## src/rtl/store_buffer.sv

```systemverilog
// Store buffer between the MEM stage and data memory: a circular FIFO of pending
// stores that drain only in cycles without a load, with store-to-load forwarding.
module store_buffer #(
    parameter int DEPTH      = 4,
    parameter int ADDR_WIDTH = 32,
    parameter int DATA_WIDTH = 32
) (
    input  logic                         CLK,
    input  logic                         RST_N,
    input  logic                         stValid,
    input  logic [ADDR_WIDTH-1:0]        stAddr,
    input  logic [DATA_WIDTH-1:0]        stData,
    output logic                         stReady,
    input  logic                         ldEn,
    input  logic [ADDR_WIDTH-1:0]        ldAddr,
    output logic                         fwdHit,
    output logic [DATA_WIDTH-1:0]        fwdData,
    output logic                         memWriteEn,
    output logic [ADDR_WIDTH-1:0]        memAddr,
    output logic [DATA_WIDTH-1:0]        memWriteData,
    output logic [$clog2(DEPTH+1)-1:0]   count,
    output logic                         empty
);

    localparam int PTR_W = $clog2(DEPTH);
    localparam int CNT_W = $clog2(DEPTH + 1);

    logic [ADDR_WIDTH-1:0] addr_q [DEPTH];
    logic [ADDR_WIDTH-1:0] addr_d [DEPTH];
    logic [DATA_WIDTH-1:0] data_q [DEPTH];
    logic [DATA_WIDTH-1:0] data_d [DEPTH];
    logic [DEPTH-1:0]      valid_q;
    logic [DEPTH-1:0]      valid_d;
    logic [PTR_W-1:0]      head_q;
    logic [PTR_W-1:0]      head_d;
    logic [PTR_W-1:0]      tail_q;
    logic [PTR_W-1:0]      tail_d;
    logic [CNT_W-1:0]      count_q;
    logic [CNT_W-1:0]      count_d;
    logic [PTR_W-1:0]      fwd_idx;
    logic                  push;
    logic                  drain;

    assign stReady = (count_q != CNT_W'(DEPTH));
    assign empty   = (count_q == '0);
    assign count   = count_q;
    assign push    = stValid && stReady;
    // Loads own the shared memory port; drain only in load-free cycles.
    assign drain   = !empty && !ldEn;

    always_comb begin
        memWriteEn   = drain;
        memAddr      = ldAddr;
        memWriteData = '0;
        if (drain) begin
            memAddr      = addr_q[head_q];
            memWriteData = data_q[head_q];
        end
    end

    // Walk oldest to youngest so the last match left standing is the youngest.
    always_comb begin
        fwdHit  = 1'b0;
        fwdData = '0;
        fwd_idx = head_q;
        if (ldEn) begin
            for (int i = 0; i < DEPTH; i++) begin
                fwd_idx = head_q + PTR_W'(i);
                if (valid_q[fwd_idx] && (addr_q[fwd_idx] == ldAddr)) begin
                    fwdHit  = 1'b1;
                    fwdData = data_q[fwd_idx];
                end
            end
        end
    end

    always_comb begin
        addr_d  = addr_q;
        data_d  = data_q;
        valid_d = valid_q;
        head_d  = head_q;
        tail_d  = tail_q;
        count_d = count_q;
        if (push) begin
            addr_d[tail_q]  = stAddr;
            data_d[tail_q]  = stData;
            valid_d[tail_q] = 1'b1;
            tail_d          = tail_q + PTR_W'(1);
        end
        if (drain) begin
            valid_d[head_q] = 1'b0;
            head_d          = head_q + PTR_W'(1);
        end
        if (push && !drain) begin
            count_d = count_q + CNT_W'(1);
        end else if (drain && !push) begin
            count_d = count_q - CNT_W'(1);
        end
    end

    always_ff @(posedge CLK or negedge RST_N) begin
        if (!RST_N) begin
            for (int i = 0; i < DEPTH; i++) begin
                addr_q[i] <= '0;
                data_q[i] <= '0;
            end
            valid_q <= '0;
            head_q  <= '0;
            tail_q  <= '0;
            count_q <= '0;
        end else begin
            addr_q  <= addr_d;
            data_q  <= data_d;
            valid_q <= valid_d;
            head_q  <= head_d;
            tail_q  <= tail_d;
            count_q <= count_d;
        end
    end

endmodule
```

## config.mk

```make
export PLATFORM = sky130hd
export DESIGN_NAME = store_buffer
export DESIGN_NICKNAME = d
export VERILOG_FILES = /design/src/rtl/store_buffer.sv
export SDC_FILE = /design/constraint.sdc
export NUM_CORES = 1
export LEC_CHECK = 0
export BUFFER_PORTS_ARGS = -buffer_cell sky130_fd_sc_hd__buf_2
export CAP_MARGIN = 20
export CORE_ASPECT_RATIO = 0.9
export CORE_MARGIN = 2
export CORE_UTILIZATION = 43
export CTS_CLUSTER_DIAMETER = 100
export DETAILED_ROUTE_END_ITERATION = 7
export SYNTH_ARGS = -nofsm -noshare
export SYNTH_HDL_FRONTEND = slang
export SYNTH_SLANG_ARGS = --single-unit
```

## constraint.sdc

```tcl
create_clock -name CLK -period 9.2 [get_ports CLK]
set_clock_uncertainty 0.05 [all_clocks]
set_input_delay 1.84 -clock CLK [delete_from_list [all_inputs] [get_ports CLK]]
set_output_delay 1.84 -clock CLK [all_outputs]
set_load 0.03 [all_outputs]
```

# Yosys cells after proc, flatten, opt, wreduce, memory -nomap -nowiden
# Cells that the tools add are included.
# word_totals
regBits,267
out_inout_bits,103
in_bits,100
elab_cells,117
# classes
n_eq_ne,5
n_bitwise,8
magnitude_cmp,13
reduce_logical,17
muxes,56
addsub,6
# op_table
op,count
2-to-1 mux 32 bit,24
binary-select mux 32 bit (select 2 bit),8
bitwise mux 128 bit,2
equality test 32 bit,4
demux 32 bit (select 2 bit),1
>= comparator 3 bit (second input constant),5
< comparator 2 x 3 -> 1 bit (second input constant),5
inverter 2 -> 3 bit,5
logical AND 1 bit,11
2-to-1 mux 1 bit,11
binary-select mux 1 bit (select 2 bit),4
2-to-1 mux 4 bit,2
2-to-1 mux 3 bit,2
adder 2 x 1 -> 2 bit (second input constant),2
adder 2 bit (second input constant),2
AND 4 bit,1
demux 1 bit (select 2 bit),2
>= comparator 2 x 1 -> 1 bit (second input constant),2
zero test 1 bit,4
inverter 4 bit,1
bitwise OR 4 bit,1
adder 3 x 1 -> 3 bit (second input constant),1
zero test 3 bit,1
< comparator 3 x 1 -> 1 bit (second input constant),1
other kinds (3),3

# Longest topological paths before layout
# depth
word_depth,11
ltp_mapped,20
mapped_depth_nobuf,10

# Least setup slack after synthesis
# Ideal clock, no wire load.
# synth_path
kind,reg2out
startpoint,register head_q[0]
endpoint,output port fwdData[0]
path_buffers,10
stages_incl_launch_ff,21
slack_ps,3036
required_time_ps,7310
arrival_time_ps,4274
path_cell_list,dfrtp_1 -> buf_6 -> inv_1 -> buf_2 -> buf_2 -> buf_2 -> ha_1 -> buf_6 -> buf_12 -> buf_12 -> buf_8 -> mux2i_1 -> a211oi_1 -> o21ai_0 -> a2111oi_2 -> o2111ai_1 -> or4_1 -> buf_2 -> buf_4 -> o221ai_1 -> o221a_1
# synth_between
elab_chain_cells,11
elab_cells_between_ends,52
# synth_rtl
item,line,source
from (decl),34,logic [PTR_W-1:0] head_q;
from (signal assigned),108,head_q <= '0;
from (signal assigned),115,head_q <= head_d;
adder 2 x 1 -> 2 bit / inverter 2 -> 3 bit (equally long branches),"68, 69, 71",
inverter 2 -> 3 bit (not written as such) / binary-select mux 32 bit (select 2 bit) (equally long branches),"69, 71",
binary-select mux 32 bit (select 2 bit) / 2-to-1 mux 32 bit (equally long branches),69,if (valid_q[fwd_idx] && (addr_q[fwd_idx] == ldAddr)) begin
2-to-1 mux 32 bit (not written as such),69,
2-to-1 mux 32 bit (not written as such) / equality test 32 bit (equally long branches),69,
equality test 32 bit / logical AND 1 bit (equally long branches),69,
logical AND 1 bit / 2-to-1 mux 32 bit (equally long branches),69,
2-to-1 mux 32 bit (2 in series),69,
2-to-1 mux 32 bit (*),69,
2-to-1 mux 32 bit (*),66,if (ldEn) begin
to (decl),17,"output logic [DATA_WIDTH-1:0] fwdData,"
# Every way passes the cells marked *; elsewhere a longest branch is shown, timed or not. The select of a mux whose other input is x is not followed.

# Worst setup path after layout
# layout_path
startpoint,register head_q[1]
endpoint,output port fwdData[31]
# The elaborated chain is that of the path after synthesis.

==> metrics.csv <==
stage,metric,value,unit
timing,max-slew violations,0,
timing,hold_ws,0.476,ns
timing,Max-slew headroom,34.6,%
final_layout,final instance area,22900,sq um
setup_path,CP Cell Sequence,inv_1 > ha_4 > buf_4 > mux2i_1 > xor2_1 > o2111ai_1 > a221oi_4 > buf_4 > or4b_1 > o22ai_2 > buf_4 > nor3b_1 > o221a_2 > buf_2,
logic_synthesis,"FF+latch count, synth",267,
setup_path,CP max stage delay,0.93,ns
setup_path,Crit Path Class,reg -> out,
logic_synthesis,Mapped Avg Cell Area,12.5,sq um
routing,Post-Route WL,65.9,mm
logic_synthesis,top cell type's share of synthesized area,32.5,%
logic_synthesis,Synth area leader,dfrtp_1,
routing,wire length on met2,30.0,mm
final_layout,fin nets,1845,
routing,DR vias,15828,
die,Die Wd,235,um
global_route,Global Route Usage Sum,26.9,%
timing,worst-margin pin slew,0.972,ns
setup_path,slowest CP cell,dfrtp_4,
setup_path,Worst Path Required,7.31,ns
logic_synthesis,syn nets,1750,
cts,Hold Buf Count CTS,0,
cts,CTS max path bufs,3,
power_and_ir_drop,static leakage,9.11,nW
global_route,total gr overflow,0,
logic_synthesis,"Cell Area, Synth",20600,sq um
timing,Final period util,87.2,%
cts,clk slew on worst S/H paths,0.06,ns
timing,RSZ-0062 raised after global routing,false,
logic_synthesis,ranking of synthesized cells by area,"dfrtp_1, mux4_2, mux2_2, mux2i_1, xnor2_1",
die,# IOs,203,
routing,# DRC,0,
global_route,vias in the first global route,15961,
setup_path,CP Capture Type,output port,
final_layout,most frequent cells in the layout,"mux2_2, dfrtp_1, mux4_2",
cts,H-Tree Depth,2,
cts,CTS tree,yes,
routing,Met3 Wirelength,5.50,mm
placement,DP HPWL,43.4,mm
global_route,first-pass GRT wire length,100,mm
routing,met1 wire length,28.2,mm
timing,Max Freq,125,MHz
logic_synthesis,post-synthesis sequential area ratio,32.5,%
die,die area,49600,sq um
hold_path,worst hold path class,reg -> reg,
logic_synthesis,Synth Flop Type,dfrtp_1,
flow_run,Max-Cap Viols,0,
timing,minimum clock period,8.02,ns
routing,initial DRC count,1637,
power_and_ir_drop,cell area power density,455,nW/um^2
logic_synthesis,Yosys cell types,61,
timing,final hold violations,0,
cts,CTS Root Cell,clkbuf_16,
placement,DP Area,21800,sq um
logic_synthesis,number of synthesized flops with an enable pin,0,
final_layout,layout cell share with drive strength beyond 1,44.6,%
routing,WL/cell,27.6,um
cts,total CTS buffers,34,
global_route,antenna violations before repair,11,
timing,final setup vio count,0,
setup_path,Worst setup SP type,register,
die,core area,47500,sq um
final_layout,Finished Core Util,48.2,%
cts,# clock sinks,267,
placement,I/O Buffers,202,
die,# rows,76,
outcome,status,completed,
die,starting density of the core,43.3,%
routing,highest metal used,met5,
cts,CTS resizes,0,
cts,Post-CTS Setup Repair Bufs,0,
setup_path,arrival time at the worst endpoint,6.13,ns
final_layout,Layout area overhead,11.3,%
timing,Fin Setup TNS,0,ns
setup_path,"most used cell, CP",buf_4,
logic_synthesis,asr flop ratio synth,100,%
global_route,largest net degree at the start of global routing,150,
setup_path,Crit Path Max Fanout,51,
routing,via density per instance,6.64,
routing,Final ANT Viol Nets,0,
die,Die H,211,um
power_and_ir_drop,worst vdd ir,0.194,mV
final_layout,"leading cell type in the layout, fill and taps excluded",mux2_2,
logic_synthesis,Yosys warning count,0,
placement,routability cong.,0.907,
cts,clock latency on the worst-skew pair,0.55,ns
logic_synthesis,Post-Synthesis Cells,1640,
routing,drt first pass iters,5,
==> Yosys cell counts (all sizes together), types with 36 or more instances <==
cell	n
xnor2	80
nand2	92
mux2	273
mux4	207
and2	36
dfrtp	267
o221ai	37
buf	88
mux2i	94
clkbuf	87
nand4	80
==> state kept, by name (all words and copies together), names as in the netlist <==
register / cells
tail_q: 2
data_q: 128
count: 3
head_q: 2
valid_q: 4
addr_q: 128
==> where the power goes <==
part	leakage (nW)	total, mW	internal [mW]	switching, mW
clock	0.531	1.32	0.783	0.537
combinational	5.41	6.44	3.28	3.16
sequential	3.17	2.65	1.79	0.859
total	9.11	10.4	5.85	4.56
==> critical path: cells and delay by family, from the launching register on <==
family          cells  cell delay (ns)
mux                 1             0.26
xor+xnor            1             0.21
buf+inv             5             1.81
simple gates        2             0.62
fa+ha+maj           1             0.77
compound gates      4             0.94
flops               1             0.93
==> kinds of logic (layout without fill, tap and decap cells) <==
| logic type | Yosys count | after routing | synth area share (%) |
|---|---|---|---|
| compound gates | 189 | 189 | 7.28 |
| xor+xnor | 114 | 114 | 4.86 |
| fa+ha+maj | 10 | 10 | 0.645 |
| buf+inv | 192 | 308 | 4.72 |
| flops | 267 | 267 | 32.5 |
| mux | 574 | 574 | 42.2 |
| other cells | 0 | 5 | 0 |
| simple gates | 294 | 294 | 7.81 |
==> per-layer routing <==
layer	up-vias	track usage [%]
met5	-	0
met4	6	9.95
met3	145	5.78
met2	712	40.3
met1	8316	38.2
li1	6649	-
==> worst paths after layout <==
check / from / end / slack [ns] / cells after the start
worst max-delay path: head_q[1] / fwdData[31] / 1.18 / 14
min in group asynchronous: RST_N / addr_q[71] / 1.35 / 1
worst max register to register: head_q[0] / valid_q[3] / 6.25 / 4
max in group asynchronous: RST_N / head_q[1] / 6.32 / 2
worst min register to register: count[2] / count[2] / 0.48 / 1
worst min-delay path: count[2] / count[2] / 0.48 / 1
==> per-stage QoR <==
step	worst slack, ns	instances	total power [mW]
finish	1.18	2385	10.4
global route	0.913	2383	11.0
CTS	1.21	2380	10.4
detailed placement	1.77	2323	9.02
global placement	1.81	2323	8.91
floorplan	3.04	1640	7.47
==> area by class of cell <==
cell class                      count  area [sq um]
Fill cell                        4305         24600
Multi-Input combinational cell   1181         13000
Sequential cell                   267          6690
Timing Repair Buffer              234          1290
Clock buffer                       50          1000
Tap cell                          624           781
Clock inverter                      7          85.1
Inverter                           17          63.8
Antenna cell                        5          12.5
Note: power is estimated with default switching activity, not from simulation.
